===== src/rtl/perf_cnt_pkg.sv =====
// Shared definitions for the performance counter bank: readout state
// encoding and the select-width helper used to size channel indices.
package perf_cnt_pkg;

   typedef enum logic [0:0] {
      RD_MANUAL = 1'b0,
      RD_AUTO   = 1'b1
   } rd_state_e;

   // Width needed to index n items, never less than one bit.
   function automatic int clog2_min1(input int n);
      return (n <= 1) ? 1 : $clog2(n);
   endfunction

endpackage


===== src/rtl/perf_cnt_channel.sv =====
// One performance counter channel: live counter, sticky overflow flag and
// snapshot shadow register.
// Optional build macro PERF_CNT_SAT_EN: when defined the counter saturates
// at all-ones instead of wrapping to zero.
module perf_cnt_channel #(
   parameter int CNT_W = 32
) (
   input  logic             clk,
   input  logic             rst,
   input  logic             inc,
   input  logic             clr,
   input  logic             snap,
   output logic [CNT_W-1:0] shadow,
   output logic             ovf
);

   localparam logic [CNT_W-1:0] ONE = {{(CNT_W-1){1'b0}}, 1'b1};

   logic [CNT_W-1:0] cnt_r;
   logic [CNT_W-1:0] cnt_nxt_s;
   logic             ovf_nxt_s;
   logic             at_max_s;

   assign at_max_s = &cnt_r;

   // Next counter and overflow value: clear wins over increment.
   always_comb begin
      cnt_nxt_s = cnt_r;
      ovf_nxt_s = ovf;
      if (clr) begin
         cnt_nxt_s = '0;
         ovf_nxt_s = 1'b0;
      end else if (inc) begin
         if (at_max_s) begin
            ovf_nxt_s = 1'b1;
`ifdef PERF_CNT_SAT_EN
            cnt_nxt_s = cnt_r;
`else
            cnt_nxt_s = '0;
`endif
         end else begin
            cnt_nxt_s = cnt_r + ONE;
         end
      end else begin
         cnt_nxt_s = cnt_r;
      end
   end

   // Counter and overflow registers.
   always_ff @(posedge clk or posedge rst) begin
      if (rst) begin
         cnt_r <= '0;
         ovf   <= 1'b0;
      end else begin
         cnt_r <= cnt_nxt_s;
         ovf   <= ovf_nxt_s;
      end
   end

   // Shadow captures the pre-edge counter on snap; clear never touches it.
   always_ff @(posedge clk or posedge rst) begin
      if (rst) begin
         shadow <= '0;
      end else if (snap) begin
         shadow <= cnt_r;
      end else begin
         shadow <= shadow;
      end
   end

endmodule


===== src/rtl/perf_counter_bank.sv =====
// Bank of NUM_CH gated event counters with atomic snapshot and a readout
// port that shows one shadow register at a time, either selected manually
// or rotated automatically every DWELL cycles.
// Optional build macro PERF_CNT_SAT_EN (see perf_cnt_channel): saturating
// counters instead of wrapping counters.
module perf_counter_bank
   import perf_cnt_pkg::*;
#(
   parameter  int NUM_CH = 8,
   parameter  int CNT_W  = 32,
   parameter  int DWELL  = 4,
   localparam int SEL_W  = clog2_min1(NUM_CH)
) (
   input  logic              clk,
   input  logic              rst,
   input  logic              en,
   input  logic [NUM_CH-1:0] evt,
   input  logic [NUM_CH-1:0] ch_mask,
   input  logic              clr,
   input  logic              snap,
   input  logic              auto_rot,
   input  logic [SEL_W-1:0]  sel,
   output logic [SEL_W-1:0]  rd_ch,
   output logic [CNT_W-1:0]  rd_data,
   output logic [NUM_CH-1:0] ovf
);

   localparam int               DW_W    = clog2_min1(DWELL);
   localparam logic [DW_W-1:0]  DW_LAST = DW_W'(DWELL - 1);
   localparam logic [DW_W-1:0]  DW_ONE  = DW_W'(1);
   localparam logic [SEL_W-1:0] LAST_CH = SEL_W'(NUM_CH - 1);
   localparam logic [SEL_W-1:0] CH_ONE  = SEL_W'(1);

   logic [NUM_CH-1:0] inc_s;
   logic [CNT_W-1:0]  shadow_s [NUM_CH];
   logic [CNT_W-1:0]  rd_sel_s;

   rd_state_e         state_r;
   rd_state_e         state_nxt_s;
   logic [DW_W-1:0]   dwell_r;
   logic [DW_W-1:0]   dwell_nxt_s;
   logic [SEL_W-1:0]  rd_ch_nxt_s;

   assign inc_s = {NUM_CH{en}} & ch_mask & evt;

   for (genvar i = 0; i < NUM_CH; i++) begin : g_ch
      perf_cnt_channel #(
         .CNT_W (CNT_W)
      ) u_ch (
         .clk    (clk),
         .rst    (rst),
         .inc    (inc_s[i]),
         .clr    (clr),
         .snap   (snap),
         .shadow (shadow_s[i]),
         .ovf    (ovf[i])
      );
   end

   // Readout FSM next state: manual follows sel, auto steps after DWELL cycles.
   always_comb begin
      state_nxt_s = state_r;
      dwell_nxt_s = dwell_r;
      rd_ch_nxt_s = rd_ch;
      case (state_r)
         RD_MANUAL: begin
            if (auto_rot) begin
               state_nxt_s = RD_AUTO;
               dwell_nxt_s = '0;
            end else begin
               rd_ch_nxt_s = sel;
               dwell_nxt_s = '0;
            end
         end
         RD_AUTO: begin
            if (!auto_rot) begin
               state_nxt_s = RD_MANUAL;
               rd_ch_nxt_s = sel;
               dwell_nxt_s = '0;
            end else if (dwell_r == DW_LAST) begin
               dwell_nxt_s = '0;
               rd_ch_nxt_s = (rd_ch == LAST_CH) ? '0 : rd_ch + CH_ONE;
            end else begin
               dwell_nxt_s = dwell_r + DW_ONE;
            end
         end
         default: begin
            state_nxt_s = RD_MANUAL;
            dwell_nxt_s = '0;
            rd_ch_nxt_s = '0;
         end
      endcase
   end

   // Readout FSM registers.
   always_ff @(posedge clk or posedge rst) begin
      if (rst) begin
         state_r <= RD_MANUAL;
         dwell_r <= '0;
         rd_ch   <= '0;
      end else begin
         state_r <= state_nxt_s;
         dwell_r <= dwell_nxt_s;
         rd_ch   <= rd_ch_nxt_s;
      end
   end

   // Shadow select; a channel index beyond the bank reads as zero.
   always_comb begin
      rd_sel_s = '0;
      for (int i = 0; i < NUM_CH; i++) begin
         if (rd_ch == SEL_W'(i)) begin
            rd_sel_s = shadow_s[i];
         end else begin
            rd_sel_s = rd_sel_s;
         end
      end
   end

   // Registered readout data, one cycle behind rd_ch.
   always_ff @(posedge clk or posedge rst) begin
      if (rst) begin
         rd_data <= '0;
      end else begin
         rd_data <= rd_sel_s;
      end
   end

endmodule


===== config.mk =====
export PLATFORM = sky130hd
export DESIGN_NAME = perf_counter_bank
export DESIGN_NICKNAME = d
export VERILOG_FILES = /design/src/rtl/perf_cnt_pkg.sv /design/src/rtl/perf_cnt_channel.sv /design/src/rtl/perf_counter_bank.sv
export SDC_FILE = /design/constraint.sdc
export NUM_CORES = 1
export LEC_CHECK = 0
export BUFFER_PORTS_ARGS = -buffer_cell sky130_fd_sc_hd__clkbuf_2
export CORE_MARGIN = 8
export CORE_UTILIZATION = 60
export DETAILED_ROUTE_END_ITERATION = 10
export MAX_ROUTING_LAYER = met4
export PLACE_DENSITY = 0.77
export SLEW_MARGIN = 25
export SYNTH_ARGS = -nofsm -noshare
export SYNTH_HDL_FRONTEND = slang
export SYNTH_SLANG_ARGS = --single-unit

===== constraint.sdc =====
create_clock -name clk -period 31.2 [get_ports clk]
set_input_delay 0 -clock clk [delete_from_list [all_inputs] [get_ports clk]]
set_output_delay 0 -clock clk [all_outputs]
set_load 0.005 [all_outputs]

Word level (Yosys, flattened, before mapping)
Index checks and enable logic that the tools add are counted.
W data, S select, Z words.
- equality and inequality tests: 10
- reductions and logical operators: 34
- add/subtract/negate cells: 10
- bitwise operators: 3
- multiplexer cells: 65
- operators by type and width (cell ; count):
    $mux W32 ; 32
    $add A32 B1 Y32 const B ; 8
    $reduce_and A32 Y1 ; 8
    $reduce_bool A2 Y1 ; 16
    $mux W1 ; 25
    $reduce_and A2 Y1 ; 9
    $and A8 B8 Y8 ; 2
    $eq A3 B3 Y1 const B ; 4
    $mux W3 ; 4
    $eq A3 B2 Y1 const B ; 2
    $pmux W3 S2 ; 1
    $mux W2 ; 2
    $pmux W2 S2 ; 1
    $add A3 B1 Y3 const B ; 1
    $eq A3 B1 Y1 const B ; 1
    $logic_not A3 Y1 ; 1
    $ne A3 B2 Y1 const B ; 1
    $add A2 B1 Y2 const B ; 1
    $eq A2 B2 Y1 const B ; 1
    $ne A2 B2 Y1 const B ; 1
    $not A1 Y1 ; 1
- input bits: 25
- logic and storage cells: 150
- flip-flop bits (word level): 558

Depth between registers and ports, before layout
Gate-level depths: netlist of the first run.
- word-level depth: 9
- depth in mapped cells: 11

By module
A second synthesis of the first run with hierarchy kept.
- cell total of the unflattened synthesis: 2572
- area total of the unflattened synthesis: 27535.2 µm²
- modules (own cells, without submodules) (module ; times used ; cells an instance ; area each (µm²)):
    perf_cnt_channel ; 8 ; 253 ; 2949.1
    perf_counter_bank ; 1 ; 548 ; 3942.5

Worst setup path before layout of the first run
OpenSTA, ideal clock, no wires.
- kind: flip-flop to flip-flop
- start: register rd_ch[1]
- end: register rd_data[28]
- library setup time: 141 ps
- arrival time: 1993 ps
- cell stages (with the launch flop): 12
- clock period less this slack: 2134 ps
- data required time: 31059 ps
- slack: 29066 ps
- path through: dfrtp_1 > inv_1 > ha_1 > clkbuf_1 > nor2b_1 > clkbuf_1 > clkbuf_1 > a22oi_1 > o21ai_0 > a221o_1 > o211ai_1 > a31oi_1
- word-level cells in the longest chain between the ends: 9
- elaborated cells between the ends (all ways): 16
- RTL lines (what ; line ; source):
    start: declaration ; perf_counter_bank.sv:23 ; output logic [SEL_W-1:0] rd_ch,
    start signal: assignment ; perf_counter_bank.sv:104 ; rd_ch <= rd_ch_nxt_s;
    $logic_not A3 Y1 ; perf_counter_bank.sv:112 ; if (rd_ch == SEL_W'(i)) begin
    $mux W32 (7 in a row) ; perf_counter_bank.sv:112 ;
    $mux W32 (*) ; perf_counter_bank.sv:112 ;
    net rd_sel_s[28] ; perf_counter_bank.sv:36 ; logic [CNT_W-1:0] rd_sel_s;
    end signal: assignment ; perf_counter_bank.sv:125 ; rd_data <= rd_sel_s;
    end: declaration ; perf_counter_bank.sv:24 ; output logic [CNT_W-1:0] rd_data,
The timed path passes the listed nets; every way through them passes the cells marked *.
A chain may end at the register's enable or synchronous reset.

==> results by group, run 1 <==
Run status
  • Status: finished clean

Min path
  • Worst hold-check path type: input port to async pin

Floorplan
  • Die height: 223 µm
  • Initial Utilization: 60.4%
  • Row count: 76
  • Boundary Pins: 68
  • Core ar.: 42700 µm²
  • Die Area: 49900 µm²
  • DIE WIDTH: 223 µm

Timing
  • Crit share post-route: 10.1%
  • Slew headroom: 31.5%
  • Worst clock skew: 0.0164 ns
  • Setup Viol. Count Final: 0
  • Final Hold Viols: 0
  • RSZ-0062 raised after global routing: no
  • Post-Route Setup TNS: 0 ns
  • Fmax: 316 MHz
  • Pins over their slew limit: 0
  • Actual slew at the worst max-slew pin: 1.03 ns
  • Min cycle time layout: 3.17 ns

Critical path
  • Req. time, crit path: 31.82 ns
  • Startpoint Class: input port
  • Critical Path Sink Type: async pin
  • Max incr delay on CP: 0.84 ns
  • Critical path, cell by cell: dlygate4sd3_1, clkbuf_2, inv_8, buf_4, buf_4, buf_4
  • Kind of cell adding the most delay to the critical path: buffers and inverters
  • CP arrival: 3.78 ns
  • Slowest-stage cell, CP: buf_4
  • CP Max Fanout: 95
  • CP dominant cell by count: buf_4
  • Crit path kind: input port to async pin
  • Buf/Inv on CP: 6

Layout
  • Core Util, Final: 67.5%
  • Fillcell total: 3202
  • Layout cells sized above 1: 19.3%
  • Diodes inserted: 0
  • Syn-to-layout area delta: 11.7%
  • Reg area: 14000 µm²
  • Post-route insts no fill: 2987
  • Design Area, Final: 28800 µm²
  • Layout Nets: 2435
  • Area of the multi-input gates: 11200 µm²

Routing
  • Vias per cell: 6.17
  • Wire length per cell: 22.7 µm
  • Drt drc: 0
  • Post-DRT Antenna Nets: 0
  • Via count of the routed design: 18400
  • Final WL: 67800 µm
  • DRT Pass-1 Iters: 8
  • Initial DRC count: 1707

Yosys
  • Synth area leaders: dfrtp_1 (54%), mux2_2 (11%), xor2_1 (4.8%)
  • Area share of the leading cell type in the synthesized netlist: 54.2%
  • Post-Synthesis Cells: 2341
  • Ys flop type: dfrtp_1
  • EDFF count, synth: 0
  • Synthesized cell area: 25800 µm²
  • Syn avg cell area: 11.0 µm²
  • Mapped Nets: 2381
  • Seq/Total Area, Yosys: 54.2%
  • Yosys cell types: 61
  • Post-synth top cells: dfrtp_1 (558), nor2_1 (301), mux2_2 (254), nand2_1 (184), xor2_1 (141)
  • Yosys warnings: 0
  • Ys async rst share: 100%
  • Area leader, netlist: dfrtp_1
  • Most frequent cell after synthesis: dfrtp_1
  • Flops & latches, synth: 558

Pwr
  • Pwr/cell area: 53.9 nW/µm²
  • Maximum vdd drop: 0.0437 mV
  • Leak pwr: 0.0131 µW

Placement
  • # placed instances: 2845
  • DPL Wire Length: 47200 µm
  • Port Buf Inserts: 67
  • Routability congestion estimate: 0.912
  • Area post-placement: 26400 µm²

Clock tree
  • CTS tree: built
  • CTS Buf Count: 58
  • CTS Buffer Depth: 3
  • Clk Latency, worst-skew pair: 0.62 ns
  • Post-CTS setup repair buffer count: 0
  • Root buffer cell: clkbuf_16
  • CTS Sinks: 558
  • H-tree levels: 2
  • Worst-path clk slew: 0.06 ns

GRT
  • Largest net degree at the start of global routing: 182
  • Tot GR Track Use: 28.0%
  • First-pass GRT wire length: 106000 µm
  • Number of global-route vias before repair: 18200
  • Initial antenna violation count: 0
  • Remaining Overflow, GRT: 0

Run
  • Maxcap violations: 0
sequential cells by signal (all words and copies together), names as in the netlist:
register	cells
g_ch.u_ch.cnt_r	256
g_ch.u_ch.shadow	256
rd_data	32
g_ch.u_ch.ovf	8
rd_ch	3
dwell_r	2
state_r	1
layout make-up:
class / instances / share of cell area (%)
Sequential cell: 558 / 48.5
Multi-Input combinational cell: 1630 / 38.8
Clock buffer: 86 / 6.01
Timing Repair Buffer: 118 / 3.02
Tap cell: 546 / 2.37
Clock inverter: 20 / 0.925
Inverter: 29 / 0.404
kinds of logic after synthesis:
family	count (synthesis)	share of synthesized area, %
and+or+nand+nor	849	16.0
DFF	558	54.2
AOI/OAI and AO/OA	286	7.66
muxes	254	11.1
xor gates and xnor gates	226	7.68
buffers and inverters	153	2.66
adders and majority gates	15	0.728
tightest hold or removal path, stage by stage:
cell and delay [ns]:
dlygate4sd3_1 0.54, clkbuf_2 0.15, inv_8 0.46
layer usage:
metal	track usage [%]	up-vias	wire length, µm
met5	-	-	0
met4	11.1	0	3180
met3	3.94	150	3390
met2	44.8	554	33000
met1	36.1	9341	28200
li1	-	8392	-
through the flow:
step / total power [µW] / worst slack, ns / hold slack [ns]
2_1_floorplan: 809 / 15.60 / 0.0314
3_3_place_gp: 841 / 27.87 / 0.166
3_5_place_dp: 843 / 27.79 / 0.159
4_1_cts: 1560 / 27.84 / 0.0516
5_1_grt: 1600 / 27.44 / 0.0771
6_report: 1550 / 28.03 / 0.0416
timing repair:
action / CTS / global route
hold buffers: 34 / 0
resized for setup: 0 / 0
setup endpoints to repair: 0 / 0
endpoints found under the hold margin: 143 / 0
cell usage in the layout (no fill, tap or decap), drive strengths merged, types with 7 or more instances in the layout:
master,count
and4,29
clkbuf,152
a21oi,22
and2,19
o21ai,58
dlygate4sd3,34
buf,18
a221o,32
nand4,80
nand3,99
o211ai,33
nor2,303
inv,30
xor2,141
clkinv,9
nor4,23
nand2,184
a22oi,32
mux2,254
or3,9
dfrtp,558
ha,15
a21o,9
xnor2,85
nand2b,7
nor3,40
and3,32
o22ai,31
a31oi,40
final timing paths:
kind	slack [ns]	cells past startpoint	startpoint	end
worst max register to register	28.07	10	rd_ch[1]	rd_data[19]
worst max-delay path	28.03	6	rst	g_ch[1].u_ch.cnt_r[25]
worst min-delay path	0.04	3	rst	g_ch[6].u_ch.cnt_r[8]
min in group clk	0.05	2	snap	g_ch[3].u_ch.shadow[2]
worst min register to register	0.45	1	dwell_r[0]	dwell_r[0]
max in group clk	28.07	10	rd_ch[1]	rd_data[19]
power by group:
part	switching, µW	internal, µW	leakage (µW)
combinational	63.6	28.3	0.00435
sequential	9.18	733	0.00774
clock	288	432	0.000974
Note: power is estimated with default switching activity, not from simulation.
==> run 2: changes to the inputs <==
Settings changed: ABC_AREA set to 1, CORE_UTILIZATION 60 to 57.
Clock period 31.2 ns to 2.6 ns, I/O delays scaled along.
==> run 2 against run 1 <==
Cell count rose by 61%. Sequential cell count did not move. Register-to-register slack got worse by 28 ns. Non-clock buffer count rose by 37. Total power rose to 13 times the previous value. Hold slack got worse by 0.016 ns. Synthesized cell count rose by 71%. Via count rose by 46%. Die area rose by 20%.
==> results by group, run 2 <==
Run status
  • Status: finished clean

Clock tree
  • CTS Buffer Depth: 3
  • CTS Sinks: 558
  • CTS Buf Count: 59
  • Clk Latency, worst-skew pair: 0.62 ns
  • Root buffer cell: clkbuf_16
  • Resized cells post-CTS: 0
  • Worst-path clk slew: 0.06 ns
  • CTS tree: built
  • H-tree levels: 2

Layout
  • Largest regs: g_ch.u_ch.cnt_r: 256 flops, g_ch.u_ch.shadow: 256 flops, rd_data: 32 flops
  • Area of the multi-input gates: 13400 µm²
  • Layout cells sized above 1: 8.60%
  • Post-route insts no fill: 4805
  • Core Util, Final: 63.6%
  • Fillcell total: 4651
  • Reg area: 14000 µm²
  • Commonest non-fill, non-tap cell in the layout: nand2_1
  • Most frequent cells in the layout: nand2_1 (1085), dfrtp_1 (558), nor2_1 (544)
  • Syn-to-layout area delta: 11.2%
  • Layout Nets: 4113
  • Diodes inserted: 0

Critical path
  • Slowest-stage cell, CP: dlygate4sd3_1
  • Critical Path Sink Type: flip-flop
  • Critical path, cell by cell: inv_1, nor2_1, nand2_1, nor2_1, nand2_1, nand2_1, nand2_1, inv_1, nand4_1, dlygate4sd3_1, nand2_1
  • Kind of cell adding the most delay to the critical path: simple AND/OR/NAND/NOR gates
  • Critical path depth: 11
  • FF-to-FF path depth: 11
  • Reg2Reg Setup Slack: 0.33 ns
  • Req. time, crit path: 3.16 ns
  • Max incr delay on CP: 0.57 ns
  • CP arrival: 2.83 ns
  • Reg2reg end: g_ch[4].u_ch.cnt_r[31]
  • Worst Setup EP: g_ch[4].u_ch.cnt_r[31]
  • CP dominant cell by count: nand2_1
  • CP Max Fanout: 6
  • RR Startpoint: g_ch[4].u_ch.cnt_r[0]
  • Startpoint Class: flip-flop
  • Critical path origin: g_ch[4].u_ch.cnt_r[0]
  • Crit path kind: flip-flop to flip-flop
  • Buf/Inv on CP: 3

Yosys
  • Most frequent cell after synthesis: nand2_1
  • Area leader, netlist: dfrtp_1
  • Mapped Nets: 4054
  • Seq/Total Area, Yosys: 46.8%
  • Flops & latches, synth: 558
  • Synth area leaders: dfrtp_1 (47%), nand2_1 (14%), nor2_1 (6.9%)
  • Syn avg cell area: 7.43 µm²
  • Post-synth top cells: nand2_1 (1085), dfrtp_1 (558), nor2_1 (546), inv_1 (449), o21ai_0 (273)
  • Ys flop type: dfrtp_1
  • Area share of the leading cell type in the synthesized netlist: 46.8%
  • Yosys warnings: 0
  • Post-Synthesis Cells: 4014
  • Ys async rst share: 100%
  • Synthesized cell area: 29800 µm²
  • EDFF count, synth: 0
  • Yosys cell types: 48

Timing
  • Slew headroom: 40.3%
  • RSZ-0062 raised after global routing: no
  • Fmax: 440 MHz
  • Actual slew at the worst max-slew pin: 0.894 ns
  • Crit share post-route: 87.4%
  • Hold slack: 0.0260 ns
  • Final worst slack: 0.329 ns
  • Setup Viol. Count Final: 0
  • Final Hold Viols: 0
  • Worst clock skew: 0.0206 ns
  • Pins over their slew limit: 0
  • Min cycle time layout: 2.27 ns

Routing
  • Post-DRT Antenna Nets: 0
  • DRT Pass-1 Iters: 7
  • Initial DRC count: 2879
  • Final WL: 88300 µm
  • Via count of the routed design: 26900
  • Drt drc: 0
  • Vias per cell: 5.60
  • Wire length per cell: 18.4 µm

Pwr
  • Seq pwr share: 46.3%
  • Net Sw Power: 5300 µW
  • Int Pwr: 14800 µW
  • Sw frac: 26.3%
  • Comb pwr share: 10.5%
  • Clk pwr share: 43.2%
  • Maximum vdd drop: 0.551 mV
  • Leak pwr: 0.0145 µW
  • Pwr/cell area: 607 nW/µm²

Placement
  • Port Buf Inserts: 67
  • Routability congestion estimate: 0.969
  • # placed instances: 4673
  • DPL Wire Length: 65400 µm
  • Dpl ws: 0.500 ns

GRT
  • Initial antenna violation count: 0
  • Largest net degree at the start of global routing: 114
  • Tot GR Track Use: 30.0%
  • Number of global-route vias before repair: 25000
  • First-pass GRT wire length: 140000 µm
  • Remaining Overflow, GRT: 0

Floorplan
  • Boundary Pins: 68
  • Row count: 84
  • Core ar.: 52100 µm²
  • Die Area: 59900 µm²
  • Initial Utilization: 57.2%
  • Die height: 245 µm
  • DIE WIDTH: 245 µm

Min path
  • Worst hold-check path type: input port to flip-flop

Run
  • Maxcap violations: 0
run 2: changes by cell type after synthesis, sizes merged, moves of 93 or more:
cell	delta
a21oi	+153
inv	+430
mux2	-210
nand2	+918
nand3	+173
nor2	+277
nor3	+93
o21ai	+220
run 2: how the worst min path moves through the flow:
| stage | to | cells after the start | startpoint | slack, ns |
|---|---|---|---|---|
| floorplan | state_r | 0 | auto_rot | 0.03 |
| global placement | g_ch[1].u_ch.cnt_r[0] | 2 | rst | 0.06 |
| detailed placement | g_ch[1].u_ch.cnt_r[0] | 2 | rst | 0.06 |
| CTS | g_ch[1].u_ch.cnt_r[5] | 6 | ch_mask[1] | 0.003 |
| global route | state_r | 2 | auto_rot | 0.1 |
| finish | g_ch[1].u_ch.cnt_r[5] | 6 | ch_mask[1] | 0.03 |
run 2: final cells by class:
class | count | area share, %
inverter | 462 | 5.26
sequential | 558 | 42.1
timing repair buffer | 155 | 3.69
clock buffer | 83 | 5.06
clock inverter | 22 | 0.910
multi-input combinational | 2837 | 40.4
tap | 688 | 2.60
run 2: cells by family (layout without fill, tap and decap cells):
family / count (synthesis) / after routing / synth area share [%]
AND/OR/NAND/NOR: 2218 / 2218 / 31.9
AO/OA/AOI/OAI: 473 / 473 / 8.13
flip-flops: 558 / 558 / 46.8
adder cells (fa/ha/maj): 15 / 15 / 0.629
buffers and inverters: 619 / 722 / 8.34
multiplexers: 45 / 45 / 1.69
XOR/XNOR: 86 / 86 / 2.53
run 2: timing repair:
action	4_1_cts	5_1_grt
endpoints found under the hold margin	675	0
setup buffers	0	0
hold buffers	27	0
endpoints found under the setup margin	0	0
run 2: tightest hold or removal path, cell delays in order:
cell and delay, ns:
clkbuf_2 0.08, nand3_1 0.14, nand2_1 0.09, nand2_1 0.12, xor2_1 0.08, nor2_1 0.10
run 2: metal layers:
layer / global-route usage, % / part of all wire [%] / routed length (µm)
met4: 10.8 / 3.7 / 3250
met5: - / 0 / 0
met2: 42.8 / 43 / 38100
met1: 43.1 / 45 / 40000
met3: 4.76 / 8.0 / 7060
run 2: metrics by stage:
| step | power (µW) | instance area, µm² | setup TNS (ns) |
|---|---|---|---|
| 2_1_floorplan | 10600 | 29800 | -2787.63 |
| 3_3_place_gp | 11500 | 30900 | 0 |
| 3_5_place_dp | 11500 | 30900 | 0 |
| 4_1_cts | 20200 | 33200 | 0 |
| 5_1_grt | 20800 | 33200 | 0 |
| 6_report | 20100 | 33200 | 0 |
run 2: power groups by stage:
stage	Combinational [µW]	Clock, µW	Sequential [µW]
finish	2120	8690	9300
global route	2330	9140	9310
CTS	2110	8790	9290
detailed placement	2070	0	9440
global placement	2040	0	9450
floorplan	1280	0	9340
==> run 3: changes to the inputs <==
--- a/config.mk
+++ b/config.mk
@@ -12,5 +12,5 @@
 export DETAILED_ROUTE_END_ITERATION = 10
 export MAX_ROUTING_LAYER = met4
-export PLACE_DENSITY = 0.77
+export PLACE_DENSITY_LB_ADDON = 0.25
 export SLEW_MARGIN = 25
 export SYNTH_ARGS = -nofsm -noshare
==> constraint.sdc (replaced) <==
create_clock -name clk -period 2.6 [get_ports clk]
set_input_delay 0 -clock clk [delete_from_list [all_inputs] [get_ports clk]]
set_output_delay 0 -clock clk [all_outputs]
set_load 0.1 [all_outputs]
==> run 3 against run 2 <==
Register-to-register slack worse by 0.16 ns. Hold slack better by 0.0028 ns. Die area stayed put. Global-route usage is 0.077 points higher. Largest power group unchanged.
==> results by group, run 3 (same netlist as run 2, synthesis figures left out) <==
Routing
  • Post-DRT Antenna Nets: 0
  • Vias per cell: 5.58
  • Via count of the routed design: 26900
  • DRT Pass-1 Iters: 6
  • Initial DRC count: 2865
  • Final WL: 87600 µm
  • Wire length per cell: 18.2 µm
  • Drt drc: 0

Min path
  • Hold endpoint: g_ch[1].u_ch.cnt_r[5]
  • Hold path startpoint: ch_mask[1]
  • Hold Crit Depth: 6
  • Worst hold-check path type: input port to flip-flop

Placement
  • Routability congestion estimate: 0.971
  • DPL Wire Length: 64400 µm
  • Dpl ws: 0.493 ns
  • Area post-placement: 30900 µm²
  • Port Buf Inserts: 67

Clock tree
  • Root buffer cell: clkbuf_16
  • CTS Sinks: 558
  • CTS tree: built
  • Clk Latency, worst-skew pair: 0.62 ns
  • Worst-path clk slew: 0.06 ns
  • CTS Buffer Depth: 3
  • CTS Buf Count: 60
  • H-tree levels: 2

Critical path
  • CP Max Fanout: 6
  • Reg2reg end: g_ch[1].u_ch.ovf
  • Critical Path Sink Type: flip-flop
  • Reg2Reg Setup Slack: 0.17 ns
  • RR Startpoint: g_ch[1].u_ch.cnt_r[13]
  • CP arrival: 3.00 ns
  • FF-to-FF path depth: 9
  • Critical path origin: g_ch[1].u_ch.cnt_r[13]
  • Startpoint Class: flip-flop
  • Crit path kind: flip-flop to flip-flop
  • Req. time, crit path: 3.16 ns

Pwr
  • Maximum vdd drop: 0.607 mV
  • Leak pwr: 0.0146 µW
  • Seq pwr share: 43.3%
  • Net Sw Power: 6420 µW
  • Clk pwr share: 41.6%
  • Comb pwr share: 15.1%
  • Sw frac: 29.9%
  • Pwr/cell area: 644 nW/µm²
  • Int Pwr: 15000 µW

Timing
  • Worst clock skew: 0.0103 ns
  • Post-Route Setup TNS: 0 ns
  • RSZ-0062 raised after global routing: no
  • Crit share post-route: 93.6%
  • Final worst slack: 0.165 ns
  • Actual slew at the worst max-slew pin: 0.783 ns
  • Fmax: 411 MHz
  • Setup Viol. Count Final: 0
  • Slew headroom: 47.7%
  • Pins over their slew limit: 0
  • Final Hold Viols: 0
  • Min cycle time layout: 2.43 ns

GRT
  • Initial antenna violation count: 0
  • First-pass GRT wire length: 141000 µm
  • Remaining Overflow, GRT: 0
  • Number of global-route vias before repair: 25100
  • Largest net degree at the start of global routing: 109
  • Tot GR Track Use: 30.1%

Layout
  • Fillcell total: 4605
  • Largest regs: g_ch.u_ch.cnt_r: 256 flops, g_ch.u_ch.shadow: 256 flops, rd_data: 32 flops
  • Reg area: 14000 µm²
  • Commonest non-fill, non-tap cell in the layout: nand2_1
  • Diodes inserted: 0
  • Most frequent cells in the layout: nand2_1 (1085), dfrtp_1 (558), nor2_1 (544)
  • Layout Nets: 4126
  • Area of the multi-input gates: 13400 µm²
  • Design Area, Final: 33300 µm²
  • Layout cells sized above 1: 8.96%
  • Syn-to-layout area delta: 11.7%

Floorplan
  • DIE WIDTH: 245 µm
  • Die Area: 59900 µm²
  • Core ar.: 52100 µm²
  • Row count: 84
  • Initial Utilization: 57.2%
  • Boundary Pins: 68
  • Die height: 245 µm

Run
  • Maxcap violations: 0

Run status
  • Status: finished clean
==> run 3: how the worst max path moves through the flow <==
stage	end	slack [ns]	cells past startpoint
after floorplan	dwell_r[0]	-5.00	1
after global placement	g_ch[1].u_ch.cnt_r[7]	0.51	8
after detailed placement	g_ch[1].u_ch.cnt_r[7]	0.49	8
after CTS	g_ch[1].u_ch.ovf	0.09	9
after global routing	g_ch[1].u_ch.ovf	0.02	10
final	g_ch[1].u_ch.ovf	0.17	9
==> run 3: cell type report <==
cell class	count	area share [%]
clock inverter	20	0.856
sequential	558	41.9
inverter	462	5.24
timing repair buffer	167	3.91
clock buffer	85	5.33
multi-input combinational	2837	40.2
tap	688	2.58
==> run 3: power groups by stage <==
stage / sequential, µW / combinational (µW) / clock (µW)
global route: 9300 / 3470 / 9420
global placement: 9420 / 3170 / 0
finish: 9280 / 3240 / 8940
detailed placement: 9420 / 3190 / 0
floorplan: 10300 / 1360 / 0
CTS: 9270 / 3230 / 9060
==> run 3: repair_timing <==
item,CTS,global route
endpoints found under the setup margin,0,1
endpoints found under the hold margin,274,0
gates resized for setup,0,1
hold buffers,28,0
buffers inserted,0,4
==> run 3: through the flow <==
step | util [%] | hold WS, ns | std cells | total power (µW)
after floorplan | - | 0.0314 | 4014 | 11700
after global placement | 59.4 | 0.152 | 4680 | 12600
after detailed placement | 59.4 | 0.152 | 4680 | 12600
after CTS | 63.9 | 0.00993 | 4813 | 21600
after global routing | 63.9 | 0.0595 | 4817 | 22200
final | 63.9 | 0.0288 | 4817 | 21500
==> run 3: routing by layer <==
| layer | track usage [%] | share of wire, % | up-vias |
|---|---|---|---|
| met5 | - | 0 | - |
| met4 | 9.34 | 3.3 | 0 |
| met3 | 4.83 | 7.8 | 169 |
| met2 | 42.3 | 43 | 1043 |
| met1 | 44.4 | 46 | 12700 |
| li1 | - | - | 13000 |
==> run 3: critical path, stage by stage (launching register included) <==
cell,delay (ns)
dfrtp_1,0.42
nand2_1,0.14
nor3_1,0.43
nand2_1,0.09
nor2_1,0.16
nand2_1,0.16
o21ai_4,0.27
nor2_1,0.07
nor2_1,0.08
dlygate4sd3_1,0.55
